### src/rtl/fsb_cycle_ctrl.sv
// 68000 front-side-bus cycle controller: tracks nAS per FCLK edge and ends each
// bus cycle with nDTACK (ready sources), nVPA (autovector) or nBERR (watchdog).
module fsb_cycle_ctrl #(
    parameter int NSRC     = 2,
    parameter int DTACK_WS = 0,
    parameter int VPA_WS   = 2,
    parameter int TIMEOUT  = 255,
    parameter int CW       = $clog2(TIMEOUT + 1)
) (
    input  logic            FCLK,
    input  logic            RST,
    input  logic            nAS,
    input  logic [NSRC-1:0] RDY,
    input  logic [NSRC-1:0] SEL,
    input  logic            IACS,
    output logic            nDTACK,
    output logic            nVPA,
    output logic            nBERR,
    output logic            AINACT,
    output logic            BACT,
    output logic            CACT,
    output logic [CW-1:0]   WCNT
);

    typedef enum logic [1:0] {
        IDLE,
        WAIT,
        ACK,
        ERR
    } state_t;

    localparam logic [CW-1:0] ONE_C     = CW'(1);
    localparam logic [CW-1:0] TO_LAST_C = CW'(TIMEOUT - 1);

    state_t        state_q, state_d;
    logic [CW-1:0] wcnt_q, wcnt_d;
    logic          mode_q, mode_d;        // 1: interrupt-acknowledge (VPA) cycle
    logic          ndtack_q, ndtack_d;
    logic          nvpa_q, nvpa_d;
    logic          nberr_q, nberr_d;
    logic          ainact_q;
    logic          bact_q, bact_d;
    logic          cact_q, cact_d;

    logic          rdy;
    logic          dws_ok;
    logic          vws_ok;

    assign rdy = |(RDY & SEL);

    // A zero wait-state minimum is always satisfied; skip the compare entirely.
    if (DTACK_WS == 0) begin : g_dws_zero
        assign dws_ok = 1'b1;
    end else begin : g_dws_cmp
        localparam logic [CW-1:0] DWS_C = CW'(DTACK_WS);
        assign dws_ok = (wcnt_q >= DWS_C);
    end

    if (VPA_WS == 0) begin : g_vws_zero
        assign vws_ok = 1'b1;
    end else begin : g_vws_cmp
        localparam logic [CW-1:0] VWS_C = CW'(VPA_WS);
        assign vws_ok = (wcnt_q >= VWS_C);
    end

    always_ff @(posedge FCLK or posedge RST) begin
        if (RST) begin
            state_q  <= IDLE;
            wcnt_q   <= '0;
            mode_q   <= 1'b0;
            ndtack_q <= 1'b1;
            nvpa_q   <= 1'b1;
            nberr_q  <= 1'b1;
            ainact_q <= 1'b1;
            bact_q   <= 1'b0;
            cact_q   <= 1'b0;
        end else begin
            state_q  <= state_d;
            wcnt_q   <= wcnt_d;
            mode_q   <= mode_d;
            ndtack_q <= ndtack_d;
            nvpa_q   <= nvpa_d;
            nberr_q  <= nberr_d;
            ainact_q <= nAS;
            bact_q   <= bact_d;
            cact_q   <= cact_d;
        end
    end

    always_comb begin
        state_d  = state_q;
        wcnt_d   = wcnt_q;
        mode_d   = mode_q;
        ndtack_d = ndtack_q;
        nvpa_d   = nvpa_q;
        nberr_d  = nberr_q;
        bact_d   = bact_q;
        cact_d   = cact_q;

        case (state_q)
            IDLE: begin
                if (!nAS) begin
                    state_d = WAIT;
                    wcnt_d  = '0;
                    mode_d  = IACS;
                    bact_d  = 1'b1;
                end
            end

            // Abort, then ack, then timeout: an ack landing on the last count wins.
            WAIT: begin
                if (nAS) begin
                    state_d = IDLE;
                    wcnt_d  = '0;
                    bact_d  = 1'b0;
                end else if (mode_q && vws_ok) begin
                    state_d = ACK;
                    nvpa_d  = 1'b0;
                    cact_d  = 1'b1;
                end else if (!mode_q && dws_ok && rdy) begin
                    state_d  = ACK;
                    ndtack_d = 1'b0;
                    cact_d   = 1'b1;
                end else if (wcnt_q == TO_LAST_C) begin
                    state_d = ERR;
                    nberr_d = 1'b0;
                    cact_d  = 1'b1;
                end else if (wcnt_q != '1) begin
                    wcnt_d = wcnt_q + ONE_C;
                end
            end

            ACK, ERR: begin
                if (nAS) begin
                    state_d  = IDLE;
                    wcnt_d   = '0;
                    ndtack_d = 1'b1;
                    nvpa_d   = 1'b1;
                    nberr_d  = 1'b1;
                    bact_d   = 1'b0;
                    cact_d   = 1'b0;
                end
            end

            default: begin
                state_d  = IDLE;
                wcnt_d   = '0;
                ndtack_d = 1'b1;
                nvpa_d   = 1'b1;
                nberr_d  = 1'b1;
                bact_d   = 1'b0;
                cact_d   = 1'b0;
            end
        endcase
    end

    assign nDTACK = ndtack_q;
    assign nVPA   = nvpa_q;
    assign nBERR  = nberr_q;
    assign AINACT = ainact_q;
    assign BACT   = bact_q;
    assign CACT   = cact_q;
    assign WCNT   = wcnt_q;

endmodule

### config.mk
export PLATFORM = sky130hd
export DESIGN_NAME = fsb_cycle_ctrl
export DESIGN_NICKNAME = d
export VERILOG_FILES = /design/src/rtl/fsb_cycle_ctrl.sv
export SDC_FILE = /design/constraint.sdc
export NUM_CORES = 1
export LEC_CHECK = 0
export BUFFER_PORTS_ARGS = -buffer_cell sky130_fd_sc_hd__buf_2
export CAP_MARGIN = 40
export CORE_MARGIN = 1
export CORE_UTILIZATION = 40
export CTS_CLUSTER_SIZE = 28
export DETAILED_ROUTE_END_ITERATION = 8
export GPL_TIMING_DRIVEN = 0
export SYNTH_ARGS = -nofsm -noshare
export SYNTH_HDL_FRONTEND = slang
export SYNTH_SLANG_ARGS = --single-unit
### constraint.sdc
create_clock -name FCLK -period 2.8 [get_ports FCLK]
set_input_delay 0.42 -clock FCLK [delete_from_list [all_inputs] [get_ports FCLK]]
set_output_delay 0.42 -clock FCLK [all_outputs]
set_load 0.02 [all_outputs]
# After elaboration in Yosys (flattened, before gate mapping)
# Cells that the tools add are included.
dict set report totals {
  ff_bits 17
  input_bits 8
  out_inout_bits 14
  word_cells 85
}
dict set report classes {
  n_addsub 1
  magnitude_cmp 1
  n_eq_ne 20
  n_mux 36
  n_bitwise 2
  reduce_logical 16
}
# op n
set ops {}
lappend ops {{two-way mux 8 bit} 7}
lappend ops {{one-hot mux 8 bit (3 select lines)} 1}
lappend ops {{two-way mux 1 bit} 16}
lappend ops {{inequality test 2 bit (second input constant)} 8}
lappend ops {{two-way mux 2 bit} 6}
lappend ops {{inequality test 3 bit (second input constant)} 4}
lappend ops {{AND reduction 6 bit} 2}
lappend ops {{one-hot mux 1 bit (2 select lines)} 5}
lappend ops {{adder 8 x 1 -> 8 bit (second input constant)} 1}
lappend ops {{equality test 8 bit (second input constant)} 1}
lappend ops {{greater-or-equal comparator 8 x 2 -> 1 bit (second input constant)} 1}
lappend ops {{inequality test 8 bit (second input constant)} 1}
lappend ops {{AND reduction 4 bit} 2}
lappend ops {{one-hot mux 2 bit (3 select lines)} 1}
lappend ops {{inequality test 5 bit (second input constant)} 1}
lappend ops {{AND reduction 5 bit} 1}
lappend ops {{equality test 2 bit (second input constant)} 2}
lappend ops {{inequality test 4 bit (second input constant)} 1}
lappend ops {{AND reduction 2 bit} 2}
lappend ops {{OR reduction 2 bit} 2}
lappend ops {{AND reduction 3 bit} 1}
lappend ops {{OR reduction 3 bit} 1}
lappend ops {{bitwise AND 2 bit} 1}
lappend ops {{equality test 2 x 1 -> 1 bit (second input constant)} 1}
lappend ops {{6 further kinds} 7}

# Longest topological paths before layout
# Gate-level depths: netlist of run 1.
dict set report depth {
  ltp_word 7
  mapped_depth 7
  mapped_depth_nobuf 7
}

# Worst setup path before layout of run 1
# No wires, ideal clock.
dict set report synth_path {
  kind {register to register}
  startpoint {reg wcnt_q[0] (netlist: WCNT[0])}
  endpoint {reg wcnt_q[5] (netlist: WCNT[5])}
  setup_time_ns 0.129
  t_arrival_ns 1.756
  required_time_ns 2.671
  setup_slack_ns 0.915
  path_stages_with_launch 8
  path_buffers 0
  period_less_slack_ns 1.885
  cell_sequence {dfrtp_1 inv_1 ha_1 nor4_4 a21boi_2 nor4_4 a31o_1 a21oi_2}
}
dict set report synth_via {
  elab_chain_len 7
  elab_cells_between_ends 15
  cone_classes {add/sub (1); order compare (1); eq/ne (5); mux (6); reduce/logical (2)}
}
# element line_no
set synth_rtl {}
lappend synth_rtl {{start: declaration} 36} ;# logic [CW-1:0] wcnt_q, wcnt_d;
lappend synth_rtl {{start signal: assignment} 79} ;# wcnt_q <= wcnt_d;
lappend synth_rtl {{adder 8 x 1 -> 8 bit} 129} ;# wcnt_d = wcnt_q + ONE_C;
lappend synth_rtl {{two-way mux 8 bit} 128} ;# end else if (wcnt_q != '1) begin
lappend synth_rtl {{two-way mux 8 bit} 124} ;# end else if (wcnt_q == TO_LAST_C) begin
lappend synth_rtl {{two-way mux 8 bit} 120} ;# end else if (!mode_q && dws_ok && rdy) begin
lappend synth_rtl {{two-way mux 8 bit} 116} ;# end else if (mode_q && vws_ok) begin
lappend synth_rtl {{two-way mux 8 bit} 112} ;# if (nAS) begin
lappend synth_rtl {{one-hot mux 8 bit (3 select lines)} 100} ;# case (state_q)
# Parallel ways exist; a longest one is shown, timed or not. The select of a mux whose other input is x is not followed.
# A chain may end at the register's enable or synchronous reset.

# Final worst setup path of run 1
dict set report layout_path {
  startpoint {reg wcnt_q[0] (netlist: WCNT[0])}
  endpoint {reg wcnt_q[0] (netlist: WCNT[0])}
}
# The elaborated chain is that of the path after synthesis.

==> run metrics, run 1 <==
status=completed; # diodes=0; CTS Hold Buffers Added=0; cell taking the most area after synthesis=dfrtp_1; vias=830; tightest hold margin=0.195 ns; area of the die=0.00273 mm²; CP max stage delay=0.46 ns; sequential-to-total area share from yosys stat=42.6%; Total Wirelength=2050 µm; Tcrit/Tclk final=71.0%; Max FO, Critical Path=7; # nets final=139; clk buf depth=2; commonest non-fill, non-tap cells in the layout=buf_2, nor2_1, dfrtp_1; Initial DRT Pass Iterations=4; peak supply drop=0.341 mV; GP Congestion=0.782; Synth-to-Final Area Change=16.5%; Critical Path Sink Type=flip-flop; WP data required=2.98 ns; cells after synthesis=103; Root Buffer=clkbuf_4; setup TNS=0 ns; largest net degree at the start of global routing=18; Starting Density=44.0%; Fin. Hold Viols=0; HP Class=in2async; FMAX=0.503 GHz; Clk Latency, worst-skew pair=0.29 ns; DP Area=0.00115 mm²; Critical Path, Cell by Cell=inv_1, ha_1, nor4_4, a21boi_2, nor2_2, mux2i_1, o21ai_0; max_cap viols=0; Synth async-reset ratio=100%; Routed WL per cell=13.1 µm; post-layout min period=1.99 ns; dpl cells=152; ANT nets after route=0; number of I/O port buffers=21; main flop type after synthesis=dfrtp_1; Max-slew headroom=57.3%; crit path kind=reg2reg; first-pass GRT wire length=3470 µm; grt total ovfl=0; flops & latches, synth=17; Die Wd=52.3 µm; setup bufs post-CTS=0; Fillers=216; vias in the first global route=772; Slew Limit Fails=0; Crit-path slowest cell=dfrtp_1; post-cts sizing count=0; YS warnings=0; worst path arrival time=2.17 ns; initial antenna violation count=0; Post-Route Skew=0.00216 ns; P_leak=0.531 nW; top cells by area, synth=dfrtp_1, dfstp_2, nor2_1; Ports=22; CTS buffer count=3; final non-filler cell total=156; FF-to-FF path depth=7; Die H=52.3 µm; Slew @ Worst Pin=0.634 ns; EDFF count, synth=0; post-synthesis cell area=0.00101 mm²; # setup viols final=0; syn_area_per_cell=9.82 µm²; CTS clk-pin slew, worst paths=0.10 ns; Clock Sinks=17; Final Cell Area=0.00118 mm²; H-tree lvl count=1; P per Cell Area=625 mW/mm²; dpl hpwl=1530 µm; Distinct cells, synth=40; number of remaining DRC errors=0; layout cell share with drive strength beyond 1=32.0%; syn_nets=113; via/cell ratio=5.32; post-synth top area share=32.2%; most common cell after layout, fill and taps aside=buf_2; total track usage=17.7%; final core utilization=51.3%; CP Launch Type=flip-flop; 1st-iter DRT viols=24; RSZ-0062 raised after global routing=no; Site Rows=17; TritonCTS clock tree=done; total core area=0.00230 mm²
cell type report:
type | count | area, µm² | area share [%]
multi-input combinational | 76 | 536 | 45.5
buffer | 4 | 22.5 | 1.91
timing repair buffer | 21 | 105 | 8.93
tap | 28 | 35.0 | 2.98
clock buffer | 4 | 26.3 | 2.23
inverter | 6 | 22.5 | 1.91
sequential | 17 | 430 | 36.6
metal layers:
metal  up-vias  GRT usage [%]  wire length (µm)
met5         -              0                 0
met1       386           22.3               932
met4         0           9.21                34
met2        25           29.1               987
li1        415              -                 -
met3         4           2.61                91
synth_stat cells (3+ instances only):
master	n
o21ai_0	6
nor2_1	17
inv_1	6
dfstp_2	4
nand2_1	8
xnor2_1	3
nor3_1	3
dfrtp_1	13
a21oi_1	5
kinds of logic after synthesis:
kind of cell | after synthesis | synth area share [%]
AOI/OAI and AO/OA | 25 | 19.6
xor gates and xnor gates | 3 | 2.60
adders and majority gates | 2 | 2.47
buffers and inverters | 10 | 4.46
DFF | 17 | 42.6
muxes | 3 | 3.09
and+or+nand+nor | 43 | 25.2
metrics by stage:
step | setup slack [ns] | total power, mW
after global placement | 0.881 | 0.602
after global routing | 0.642 | 0.786
after CTS | 0.799 | 0.745
after detailed placement | 0.821 | 0.605
final | 0.811 | 0.735
after floorplan | 0.915 | 0.535
worst paths after layout:
| check | start | endpoint | slack (ns) |
|---|---|---|---|
| max | WCNT[0] | WCNT[0] | 0.81 |
| min | RST | state_q[1] | 0.20 |
| max reg2reg | WCNT[0] | WCNT[0] | 0.81 |
| min reg2reg | nVPA | nVPA | 0.50 |
| max in group asynchronous | RST | BACT | 2.19 |
| min in group FCLK | nAS | AINACT | 0.26 |
report_power, final:
part / leakage (nW) / internal [mW] / switching [mW]
clock: 0.0150 / 0.0554 / 0.0784
sequential: 0.213 / 0.297 / 0.0430
combinational: 0.303 / 0.103 / 0.159
sequential cells by signal, summed over array words and instances, names as in the netlist:
signal and flops:
WCNT 8, state_q 2, AINACT 1, BACT 1, CACT 1, mode_q 1
nBERR 1, nDTACK 1, nVPA 1
worst max-delay path, delay by kind of cell (launching register included):
family / cells / cell delay [ns]
fa+ha+maj: 1 / 0.27
flops: 1 / 0.46
simple gates: 2 / 0.59
compound gates: 2 / 0.26
buf+inv: 1 / 0.07
mux: 1 / 0.22
Note: power is estimated with default switching activity, not from simulation.
==> run 2: changes to the inputs <==
==> constraint.sdc (replaced) <==
create_clock -name FCLK -period 1.8 [get_ports FCLK]
set_input_delay 0.27 -clock FCLK [delete_from_list [all_inputs] [get_ports FCLK]]
set_output_delay 0.27 -clock FCLK [all_outputs]
set_load 0.02 [all_outputs]
==> run metrics, run 2 (synthesis results as in run 1) <==
status=completed; final core utilization=54.5%; Initial DRT Pass Iterations=4; via/cell ratio=5.31; Crit-path slowest cell=dfrtp_2; post-layout min period=1.74 ns; reg-to-reg endpoint=WCNT[5]; FF-to-FF path depth=6; Fillers=221; Fin. Hold Viols=0; Die Wd=52.3 µm; Clk network pwr share=17.7%; GP Congestion=0.773; Final Cell Area=0.00125 mm²; Routed WL per cell=13.4 µm; FMAX=0.575 GHz; max_cap viols=0; Setup crit end=WCNT[5]; grt total ovfl=0; dpl cells=152; total core area=0.00230 mm²; # setup viols final=0; # diodes=0; layout cell share with drive strength beyond 1=40.2%; CTS Hold Buffers Added=0; max FFs per register=8; Post-Route Skew=0.00491 ns; commonest non-fill, non-tap cells in the layout=buf_2, nor2_1, dfrtp_1; RSZ-0062 raised after global routing=yes; CP Launch Type=flip-flop; crit path kind=reg2reg; Net Switching=0.469 mW; H-tree lvl count=1; r2r startpoint=WCNT[1]; tightest hold margin=0.0320 ns; most common cell after layout, fill and taps aside=buf_2; Die H=52.3 µm; CTS clk-pin slew, worst paths=0.11 ns; # nets final=143; Gate power share=39.1%; Tcrit/Tclk final=96.6%; WP data required=2.04 ns; Critical Path, Cell by Cell=ha_2, nor2_2, o32ai_4, nor4_4, a31o_1, a21oi_2; ANT nets after route=0; initial antenna violation count=0; number of remaining DRC errors=0; Max FO, Critical Path=6; DP Area=0.00115 mm²; Slew @ Worst Pin=0.644 ns; clk buf depth=2; Root Buffer=clkbuf_4; Starting Density=44.0%; final total power=1.22 mW; vias=850; CTS buffer count=3; HP Class=in2async; final non-filler cell total=160; Total Wirelength=2140 µm; Critical Path Source=WCNT[1]; worst reg-to-reg setup slack=0.06 ns; total track usage=19.0%; Max-slew headroom=57.0%; FF/Latch Area=434 µm²; worst path arrival time=1.98 ns; P_leak=0.561 nW; number of I/O port buffers=21; TritonCTS clock tree=done; area of the multi-input gates=574 µm²; Sequential Power Share=43.2%; 1st-iter DRT viols=7; Power Internal=0.749 mW; Slew Limit Fails=0; largest net degree at the start of global routing=18; P per Cell Area=974 mW/mm²; Clk Latency, worst-skew pair=0.30 ns; Ports=22; Sw Share=38.5%; Site Rows=17; first-pass GRT wire length=3730 µm; CP max stage delay=0.46 ns; Clock Sinks=17; vias in the first global route=833; peak supply drop=0.605 mV; dpl hpwl=1520 µm; Synth-to-Final Area Change=23.8%; Critical Path Sink Type=flip-flop; area of the die=0.00273 mm²
==> run 2: cell count changes in the layout (fill, tap and decap cells not counted), sizes merged <==
cell    delta
buf        +4
clkbuf     -1
clkinv     +1
==> run 2: worst min-delay path by stage <==
stage          from    endpoint  depth (start not counted)
5_1_grt         nAS      AINACT                          1
4_1_cts         RST  state_q[0]                          2
6_report        RST      mode_q                          2
2_1_floorplan   RST        BACT                          1
3_3_place_gp    RST      mode_q                          2
3_5_place_dp    RST  state_q[0]                          2
==> run 2: through the flow <==
step | TNS, ns | setup slack, ns
after floorplan | 0 | 0.0370
after global placement | -0.374 | -0.0886
after detailed placement | -0.447 | -0.112
after CTS | 0 | 0.0121
after global routing | -0.0964 | -0.0420
final | 0 | 0.0609
==> run 2: area by class of cell <==
| type | count | area share [%] |
|---|---|---|
| timing repair buffer | 25 | 10.8 |
| multi-input combinational | 76 | 45.9 |
| clock buffer | 3 | 1.80 |
| buffer | 4 | 1.80 |
| sequential | 17 | 34.7 |
| tap | 28 | 2.80 |
| inverter | 6 | 1.80 |
| clock inverter | 1 | 0.400 |
==> run 2: worst max-delay path, delay by kind of cell (launching register included) <==
| family | cells | cell delay (ns) |
|---|---|---|
| flops | 1 | 0.46 |
| fa+ha+maj | 1 | 0.27 |
| simple gates | 2 | 0.17 |
| compound gates | 3 | 0.77 |
==> run 2: power groups by stage <==
stage                     Clock (mW)  Combinational [mW]  Sequential, mW
after floorplan                    0               0.243           0.592
after global placement             0               0.408           0.533
after detailed placement           0               0.410           0.536
after CTS                      0.226               0.454           0.524
after global routing           0.240               0.526           0.539
final                          0.216               0.477           0.526
==> run 2: routing by layer <==
| layer | share of wire [%] | vias up | track usage [%] |
|---|---|---|---|
| met4 | 2.1 | 0 | 10.5 |
| met2 | 49 | 11 | 31.2 |
| met3 | 2.0 | 5 | 2.61 |
| li1 | - | 424 | - |
| met1 | 47 | 410 | 23.7 |
| met5 | 0 | - | 0 |
==> run 2: what timing repair did <==
action | 4_1_cts | 5_1_grt
pin swaps | 3 | 3
setup endpoints to repair | 8 | 5
setup buffers | 2 | 2
resized for setup | 5 | 5
